### src/rtl/score_combo_tracker.sv
// Score/combo producer for the 7-segment display path.
// Turns per-note judgement strobes into saturating binary score, combo,
// max_combo and miss counts. A small session FSM gates the counting, and a
// sticky success flag records when the score target has been reached.
module score_combo_tracker #(
    parameter int unsigned SCORE_MAX    = 999,
    parameter int unsigned COMBO_MAX    = 999,
    parameter int unsigned SCORE_TARGET = 500,
    parameter int unsigned MUL2_AT      = 10,
    parameter int unsigned MUL3_AT      = 30,
    parameter int unsigned MUL4_AT      = 50
) (
    input  logic       clock,
    input  logic       rst,
    input  logic       game_start,
    input  logic       game_end,
    input  logic       hit_valid,
    input  logic [1:0] hit_grade,
    output logic [9:0] score,
    output logic [9:0] combo,
    output logic [9:0] max_combo,
    output logic [9:0] miss_cnt,
    output logic       success,
    output logic       playing
);

    localparam int unsigned W  = 10;   // counter width
    localparam int unsigned SW = W + 1; // one extra bit so sums cannot wrap
    localparam int unsigned PW = 4;    // points width (max 3 x 4 = 12)

    typedef enum logic [1:0] {
        S_IDLE = 2'd0,
        S_PLAY = 2'd1,
        S_DONE = 2'd2
    } state_t;

    state_t         state_q;
    logic [W-1:0]   score_q, score_d;
    logic [W-1:0]   combo_q, combo_d;
    logic [W-1:0]   max_combo_q, max_combo_d;
    logic [W-1:0]   miss_cnt_q, miss_cnt_d;
    logic           success_q, success_d;
    logic           playing_q;

    logic [2:0]     mult;
    logic [PW-1:0]  points;
    logic [SW-1:0]  score_sum;
    logic [W-1:0]   score_sat;
    logic [SW-1:0]  combo_inc;
    logic [W-1:0]   combo_sat;
    logic [SW-1:0]  miss_inc;
    logic [W-1:0]   miss_sat;
    logic           hit_take;

    // Multiplier chosen from the combo value before the current hit
    always_comb begin
        mult = 3'd4;
        if (combo_q < W'(MUL2_AT)) begin
            mult = 3'd1;
        end else if (combo_q < W'(MUL3_AT)) begin
            mult = 3'd2;
        end else if (combo_q < W'(MUL4_AT)) begin
            mult = 3'd3;
        end
    end

    // Saturating arithmetic for every counter a hit can touch
    always_comb begin
        points    = PW'(hit_grade) * PW'(mult);
        score_sum = SW'(score_q) + SW'(points);
        score_sat = (score_sum > SW'(SCORE_MAX)) ? W'(SCORE_MAX) : score_sum[W-1:0];
        combo_inc = SW'(combo_q) + SW'(1);
        combo_sat = (combo_inc > SW'(COMBO_MAX)) ? W'(COMBO_MAX) : combo_inc[W-1:0];
        miss_inc  = SW'(miss_cnt_q) + SW'(1);
        miss_sat  = (miss_inc > SW'(COMBO_MAX)) ? W'(COMBO_MAX) : miss_inc[W-1:0];
    end

    // Next counter values for an accepted hit; hold otherwise
    always_comb begin
        hit_take    = hit_valid && (state_q == S_PLAY);
        score_d     = score_q;
        combo_d     = combo_q;
        max_combo_d = max_combo_q;
        miss_cnt_d  = miss_cnt_q;
        success_d   = success_q;
        if (hit_take) begin
            if (hit_grade != 2'd0) begin
                score_d     = score_sat;
                combo_d     = combo_sat;
                max_combo_d = (combo_sat > max_combo_q) ? combo_sat : max_combo_q;
                success_d   = success_q || (score_sat >= W'(SCORE_TARGET));
            end else begin
                combo_d    = '0;
                miss_cnt_d = miss_sat;
            end
        end
    end

    // Session FSM and counter registers; start beats end beats hit
    always_ff @(posedge clock or posedge rst) begin
        if (rst) begin
            state_q     <= S_IDLE;
            playing_q   <= 1'b0;
            score_q     <= '0;
            combo_q     <= '0;
            max_combo_q <= '0;
            miss_cnt_q  <= '0;
            success_q   <= 1'b0;
        end else if (game_start) begin
            state_q     <= S_PLAY;
            playing_q   <= 1'b1;
            score_q     <= '0;
            combo_q     <= '0;
            max_combo_q <= '0;
            miss_cnt_q  <= '0;
            success_q   <= 1'b0;
        end else if (game_end) begin
            if (state_q == S_PLAY) begin
                state_q   <= S_DONE;
                playing_q <= 1'b0;
            end
        end else begin
            score_q     <= score_d;
            combo_q     <= combo_d;
            max_combo_q <= max_combo_d;
            miss_cnt_q  <= miss_cnt_d;
            success_q   <= success_d;
        end
    end

    assign score     = score_q;
    assign combo     = combo_q;
    assign max_combo = max_combo_q;
    assign miss_cnt  = miss_cnt_q;
    assign success   = success_q;
    assign playing   = playing_q;

endmodule

### config.mk
export PLATFORM = sky130hd
export DESIGN_NAME = score_combo_tracker
export DESIGN_NICKNAME = d
export VERILOG_FILES = /design/src/rtl/score_combo_tracker.sv
export SDC_FILE = /design/constraint.sdc
export NUM_CORES = 1
export LEC_CHECK = 0
export ABC_AREA = 1
export ABC_CLOCK_PERIOD_IN_PS = 3300
export CAP_MARGIN = 30
export CORE_MARGIN = 1
export CORE_UTILIZATION = 45
export CTS_BUF_LIST = sky130_fd_sc_hd__clkbuf_8
export CTS_CLUSTER_DIAMETER = 150
export DETAILED_ROUTE_END_ITERATION = 8
export PLACE_DENSITY = 0.71
export SYNTH_ARGS = -nofsm -noshare
export SYNTH_HDL_FRONTEND = slang
export SYNTH_SLANG_ARGS = --single-unit
### constraint.sdc
create_clock -name clock -period 3.3 [get_ports clock]
set_clock_uncertainty 0.05 [all_clocks]
set_input_delay 0.66 -clock clock [delete_from_list [all_inputs] [get_ports clock]]
set_output_delay 0.66 -clock clock [all_outputs]
set_load 0.005 [all_outputs]
==> impl_results.md <==
- Post-CTS Hold Buffers: 0
- Area post-placement: just over 4000 um^2
- Wire length of the first global-routing pass: 13,610 um
- Sort of element at the end of the critical path: flop
- Antenna fix cells: 0
- Data arrival at the endpoint of the critical path: 3.66 ns
- FILL cells: about 600
- Flip-flop cell with the highest count after synthesis: sky130_fd_sc_hd__dfrtp_1
- Total standard cell area after synthesis: roughly 3200 um^2
- Count of unique library cells instantiated by Yosys: 35
- Total grt overflow: 0
- Effective utilization at floorplan: a little under half
- Number of ports placed on the die boundary: 49
- #FFs+latches synth: 43
- IO buf count: 48
- Clock sink total: 43
- Fraction of final layout cells with drive strength greater than 1: between 20% and 30%
- Max Buffers Root-to-Sink: 2
- Overall routing resource usage: 22.89%
- Maximum number of pins on one net before global-route repair: 19
- Clock Pin Slew Worst Setup and Hold Paths: ~0.090 ns
- Root buffer selected by CTS: sky130_fd_sc_hd__clkbuf_8
- Vias after detailed routing: approximately 3,300
- RePlAce Congestion: 0.8836
- Failing checks: negative setup slack
- Worst slew pin tran: between 0.6 and 0.7 ns
- Final critical delay including setup and external delays: around 3.5 ns
- Commonest non-fill, non-tap cell in the layout: sky130_fd_sc_hd__nand2_1
- Final Worst Setup Slack: -0.2201 ns
- CTS tree: yes
- Violation count after the first detailed-route iteration: ~170
- Post-synth net total: between 400 and 500
- Crit share post-route: 106.7%
- Number of placement rows: 30
- Crit Path Category: reg -> reg
- Routed wire length per instance: roughly 13 um
- Average size of a mapped cell: just under 7 um^2
- Total non-filler cell area in the finished layout: around 4400 um^2
- Post-synthesis async set-or-reset flop share: 100.0%
- Total count of max-transition violations in the final report: 0
- Unrepaired setup endpoints after global routing: yes
- Antenna violations before repair: 0
- Antenna viol nets, final: 0
- CTS H-Tree Depth: 2
- Vert. Die Dim: about 86 um
- Status: finished with violations
- Hpwl dp: roughly 6300 um
- Router iterations before antenna repair: 4
- Number of cells produced by synthesis: 470
- Chip width: around 86 um
- Max-cap violations: 0
- Class of the most critical hold timing path: reg -> reg
- Clock buffer count from CTS: 5
- Vias in the first global route: between 2,000 and 3,000
- Layout overhead on the synthesized area: 38.80%
- Ratio of routed vias to standard cells: roughly 5
- Top library cells by usage in the layout, fill and taps aside: 156 x sky130_fd_sc_hd__nand2_1, 67 x sky130_fd_sc_hd__inv_1, 49 x sky130_fd_sc_hd__buf_4
- Setup TNS after final layout: -1.638 ns
- Peak supply drop: around 0.18 mV
- CP Launch Type: flop
- Power density over the cells: between 200 and 250 nW/um^2
- Number of hold violations in the final report: 0
- Total routed wirelength: around 8400 um
- Worst slew margin relative to its limit: 54.83%
- Post-route DRC violation count: 0
- Worst path required time: roughly 3.4 ns
- Die outline area: roughly 7500 um^2
- Leakage power: 2.332 nW
- Sequential area share after synthesis: roughly a third
- Highest achievable clock rate: roughly 0.28 GHz
- Clock latency on the worst-skew pair: 0.30 ns
- CP max FO: 5
- Synth warn: 0
- EDFF count, synth: 0
- Nets: roughly 600
- Area inside the core boundary: between 6000 and 7000 um^2
- Number of setup violations in the final report: 10
## flip-flops by register name, summed over array words and instances (netlist names)
register and count:
combo 10, max_combo 10, miss_cnt 10, score 10, state_q 2, success 1
## routing by layer
| layer | track usage (%) | vias to the layer above | part of all wire [%] |
|---|---|---|---|
| met2 | 36.58 | 90 | 47 |
| met5 | 0 | - | 0 |
| met4 | 7.424 | 0 | 1.4 |
| li1 | - | 1683 | - |
| met3 | 3.429 | 11 | 4.4 |
| met1 | 31.89 | 1540 | 47 |
## where the power goes
group          internal (mW)  switching, mW
Clock                  0.245          0.184
Combinational         0.0367         0.0546
Sequential             0.532        0.00705
Total                  0.814          0.246
## logic make-up after synthesis
kind of cell | after synthesis | synth area share [%]
AO/OA/AOI/OAI | 35 | 6.011
XOR/XNOR | 11 | 3.240
buffers and inverters | 80 | 9.875
adder cells (fa/ha/maj) | 21 | 8.665
flip-flops | 43 | 33.57
AND/OR/NAND/NOR | 280 | 38.64
## layout make-up
| type | count | area [um^2] | area share [%] |
|---|---|---|---|
| Multi-Input combinational cell | 348 | 1992 | 44.77 |
| Sequential cell | 43 | 1079 | 24.24 |
| Timing Repair Buffer | 99 | 870.8 | 19.57 |
| Inverter | 72 | 270.3 | 6.074 |
| Tap cell | 96 | 120.1 | 2.700 |
| Clock buffer | 6 | 82.58 | 1.856 |
| Clock inverter | 2 | 35.03 | 0.7874 |
## synth_stat cells (5+ instances only)
master,count,area [um^2]
sky130_fd_sc_hd__inv_1,72,270.3
sky130_fd_sc_hd__o21ai_0,21,105.1
sky130_fd_sc_hd__nor2_1,36,135.1
sky130_fd_sc_hd__xor2_1,9,78.83
sky130_fd_sc_hd__nand3_1,33,165.2
sky130_fd_sc_hd__dfrtp_1,43,1076
sky130_fd_sc_hd__nand3_2,8,80.08
sky130_fd_sc_hd__ha_1,19,237.7
sky130_fd_sc_hd__nand2_1,174,653.1
sky130_fd_sc_hd__nand4_1,13,81.33
sky130_fd_sc_hd__a21oi_1,5,25.02
## worst paths after layout
kind	from	depth (start not counted)	slack, ns	end
setup / recovery	combo[7]	21	-0.22	success
hold / removal	max_combo[4]	2	0.46	max_combo[4]
setup reg to reg	combo[7]	21	-0.22	success
hold reg to reg	max_combo[4]	2	0.46	max_combo[4]
max in group asynchronous	rst	3	1.84	combo[0]
min in group asynchronous	rst	2	0.70	max_combo[9]
## critical path: stages, from the launching register on
cell	delay, ns
sky130_fd_sc_hd__dfrtp_1	0.41
sky130_fd_sc_hd__nor4_4	0.37
sky130_fd_sc_hd__nand2_1	0.14
sky130_fd_sc_hd__o21a_1	0.20
sky130_fd_sc_hd__nor2_1	0.11
sky130_fd_sc_hd__ha_2	0.18
sky130_fd_sc_hd__inv_2	0.03
sky130_fd_sc_hd__fa_2	0.52
sky130_fd_sc_hd__inv_2	0.05
sky130_fd_sc_hd__ha_4	0.28
sky130_fd_sc_hd__inv_1	0.05
sky130_fd_sc_hd__nand2_2	0.10
sky130_fd_sc_hd__buf_4	0.12
sky130_fd_sc_hd__nand4_1	0.11
sky130_fd_sc_hd__nand3_1	0.13
sky130_fd_sc_hd__nand2_2	0.07
sky130_fd_sc_hd__nor2_2	0.13
sky130_fd_sc_hd__nand2_2	0.11
sky130_fd_sc_hd__nand3_2	0.12
sky130_fd_sc_hd__nor2_1	0.05
sky130_fd_sc_hd__nand2_1	0.06
sky130_fd_sc_hd__nand2_1	0.05
## stage by stage
stage,setup WS [ns],util (%),hold slack [ns],power (mW),instances
floorplan,-0.006279,-,0.4295,0.5958,470
global placement,-0.2727,59.91,0.4428,0.6364,645
detailed placement,-0.4071,59.91,0.4382,0.6378,645
CTS,-0.1443,63.10,0.4616,1.070,662
global route,-0.4444,65.13,0.5015,1.109,666
finish,-0.2201,65.13,0.4573,1.059,666
## what timing repair did
item,4_1_cts,5_1_grt
pin swaps,10,25
gates resized for setup,14,39
endpoints found under the setup margin,11,21
setup buffers,9,3
gates cloned,0,1
Power figures use the tool's default switching activity.
==> RTL edit, RTL diff (same flow settings) <==
Make the reset (`rst`) synchronous in one clocked block.
--- a/src/rtl/score_combo_tracker.sv
+++ b/src/rtl/score_combo_tracker.sv
@@ -97,7 +97,7 @@
     end
 
     // Session FSM and counter registers; start beats end beats hit
-    always_ff @(posedge clock or posedge rst) begin
+    always_ff @(posedge clock) begin
         if (rst) begin
             state_q     <= S_IDLE;
             playing_q   <= 1'b0;
Formal check against the unedited RTL: differs if rst is asserted again (counterexample within 4 cycles, from zero or initial values and one cycle with rst high); with rst held inactive, the same outputs for 10 cycles.
==> RTL edit against the unedited design <==
Area after synthesis is 5.5% lower. Synthesized cell count is 6.4% lower. Total power is 0.44% lower. Critical path depth is 5 higher. Sequential cell count stayed put. Worst setup slack worse by 0.20 ns. Global-route usage is 0.25 points lower. Utilization is 2.8 points higher. Sequential share of layout area is 4.4 points lower. Largest power group unchanged. Design area is 2.0% lower. Routed wire length is 0.30% lower. Via count is 3.0% lower. The run ends with design-rule violations, negative setup slack left.
==> RTL edit: results (changes against the unedited design) <==
INFO  metric routed_via_density = 5.23 (+4.9%)
INFO  metric grt_pass1_wl = 12.9 mm (-5.1%)
INFO  metric placedCellCount = 597 (-7.4%)
INFO  metric gp_routability_congestion = 0.999 (+13%)
INFO  metric drt_drc_violations_left = 6 (+6)
INFO  metric synth.mux.area_fraction = 0 (unchanged)
INFO  metric synthTopCellsByCount = nand2_1 (99), inv_1 (70), dfxtp_1 (43)
INFO  metric ys_seq_area_frac = 0.284 (-0.0515)
INFO  metric p_switching = 0.250 mW (+1.9%)
INFO  metric timing.hold.ws = 0.417 ns (-0.0403 ns)
INFO  metric post-route-util = 0.679 (+0.0277)
INFO  metric grt_max_degree = 20 (+1)
INFO  metric final_layout_size_suffix_gt1_frac = 0.280 (+0.0714)
INFO  metric synth.area.top_cells = dfxtp_1 (28%), nand2_1 (12%), inv_1 (8.7%), ha_1 (7.8%), a21oi_1 (4.8%)
INFO  metric fillCellCount = 556 (-7.2%)
INFO  metric post_synth_top_flop = dfxtp_1
INFO  metric final_critical_path_setup_slack = -0.421 ns (-0.201 ns)
INFO  metric initialDrtViolationCount = 138 (-20%)
INFO  metric synth_compound_area_frac = 0.163 (+0.103)
INFO  metric violated_checks = design-rule violations, negative setup slack
INFO  metric synth-adder-area-share = 0.0917 (+0.00505)
INFO  metric drt_pass1_iterations = 6 (+2)
INFO  metric final_net_count = 566 (-5.2%)
INFO  metric max_slew_margin = 0.675 (+0.127)
INFO  metric detailedPlace.worstSlack = -0.500 ns (-0.0931 ns)
INFO  metric run_status = finished with violations
INFO  metric worst_setup_hold_path_clk_slew = 0.09 ns (about the same)
INFO  metric reg2reg_to = success
INFO  metric asyncSetResetFlopFracSynth = 0 (-1.00)
INFO  metric fin_setup_tns = -3.90 ns (-2.26 ns)
INFO  metric finalSetupViolCount = 11 (+1)
INFO  metric mappedNetlistNets = 468 (-6.0%)
INFO  metric synthesis.area_per_instance = 6.88 µm² (+0.94%)
INFO  metric worst_hold_path.endpoint = success
INFO  metric critical_path.max_stage_delay = 0.33 ns (-0.19 ns)
INFO  metric arrival = 3.92 ns (+0.26 ns)
INFO  metric worst_hold_startpoint = success
INFO  metric synthDistinctLibCells = 40 (+14%)
INFO  metric grt_pass1_vias = 2836 (-5.2%)
INFO  metric grt.total_usage = 0.226 (-0.00247)
INFO  metric drt-total-wl = 8.37 mm (-0.30%)
INFO  metric dpl.hpwl = 5.71 mm (-8.7%)
INFO  metric critPathKind = reg2reg
INFO  metric parity_gate_share_of_the_synthesized_area_counting_xor_and_xnor_cells = 0.0376 (+0.00519)
INFO  metric post_layout_nonfiller_instances = 616 (-7.5%)
## RTL edit: changes by cell type in the layout (fill, tap and decap cells not counted), sizes merged, moves of 3 or more
cell / change
a31oi: +7
nand2: -65
dfxtp: +43
nand3b: -4
o221ai: +3
a21oi: +30
o211ai: +3
nand4: -3
nand3: -11
dfrtp: -43
## RTL edit: final cells by class
cell class | count | area share
Multi-Input combinational cell | 313 | 0.484
Clock buffer | 6 | 0.0189
Sequential cell | 43 | 0.198
Timing Repair Buffer | 101 | 0.202
Inverter | 74 | 0.0666
Tap cell | 77 | 0.0221
Clock inverter | 2 | 0.00803
## RTL edit: cell families after synthesis
group | after synthesis
AOI/OAI and AO/OA | 79
and+or+nand+nor | 200
buffers and inverters | 84
adders and majority gates | 21
DFF | 43
xor gates and xnor gates | 13
## RTL edit: what timing repair did
| item | in CTS | in global routing |
|---|---|---|
| resized for setup | 13 | 38 |
| pin swaps | 12 | 10 |
| endpoints found under the setup margin | 11 | 21 |
| buffers inserted | 7 | 4 |
## RTL edit: power groups by stage
| stage | combinational (mW) | sequential, mW | clock (mW) |
|---|---|---|---|
| after global routing | 0.0843 | 0.529 | 0.478 |
| final | 0.0768 | 0.529 | 0.449 |
| after detailed placement | 0.0712 | 0.540 | 0 |
| after global placement | 0.0703 | 0.540 | 0 |
| after floorplan | 0.0354 | 0.539 | 0 |
| after CTS | 0.0734 | 0.528 | 0.453 |
## RTL edit: routing by layer
layer | part of all wire | up-vias | global-route usage
li1 | - | 1623 | -
met2 | 0.51 | 88 | 0.408
met4 | 0.022 | 0 | 0.0470
met3 | 0.042 | 20 | 0.0425
met5 | 0 | - | 0
met1 | 0.43 | 1493 | 0.279
## RTL edit: worst min-delay path, delay by kind of cell (launching register included)
| kind | cells | cell delay, ns |
|---|---|---|
| AOI/OAI and AO/OA | 1 | 0.05 |
| buffers and inverters | 1 | 0.06 |
| DFF | 1 | 0.32 |
## RTL edit: how the worst max path moves through the flow
stage | to | slack, ns
floorplan | score[0] | -0.05
global placement | score[9] | -0.33
detailed placement | score[0] | -0.50
CTS | score[0] | -0.30
global route | success | -0.64
finish | success | -0.42
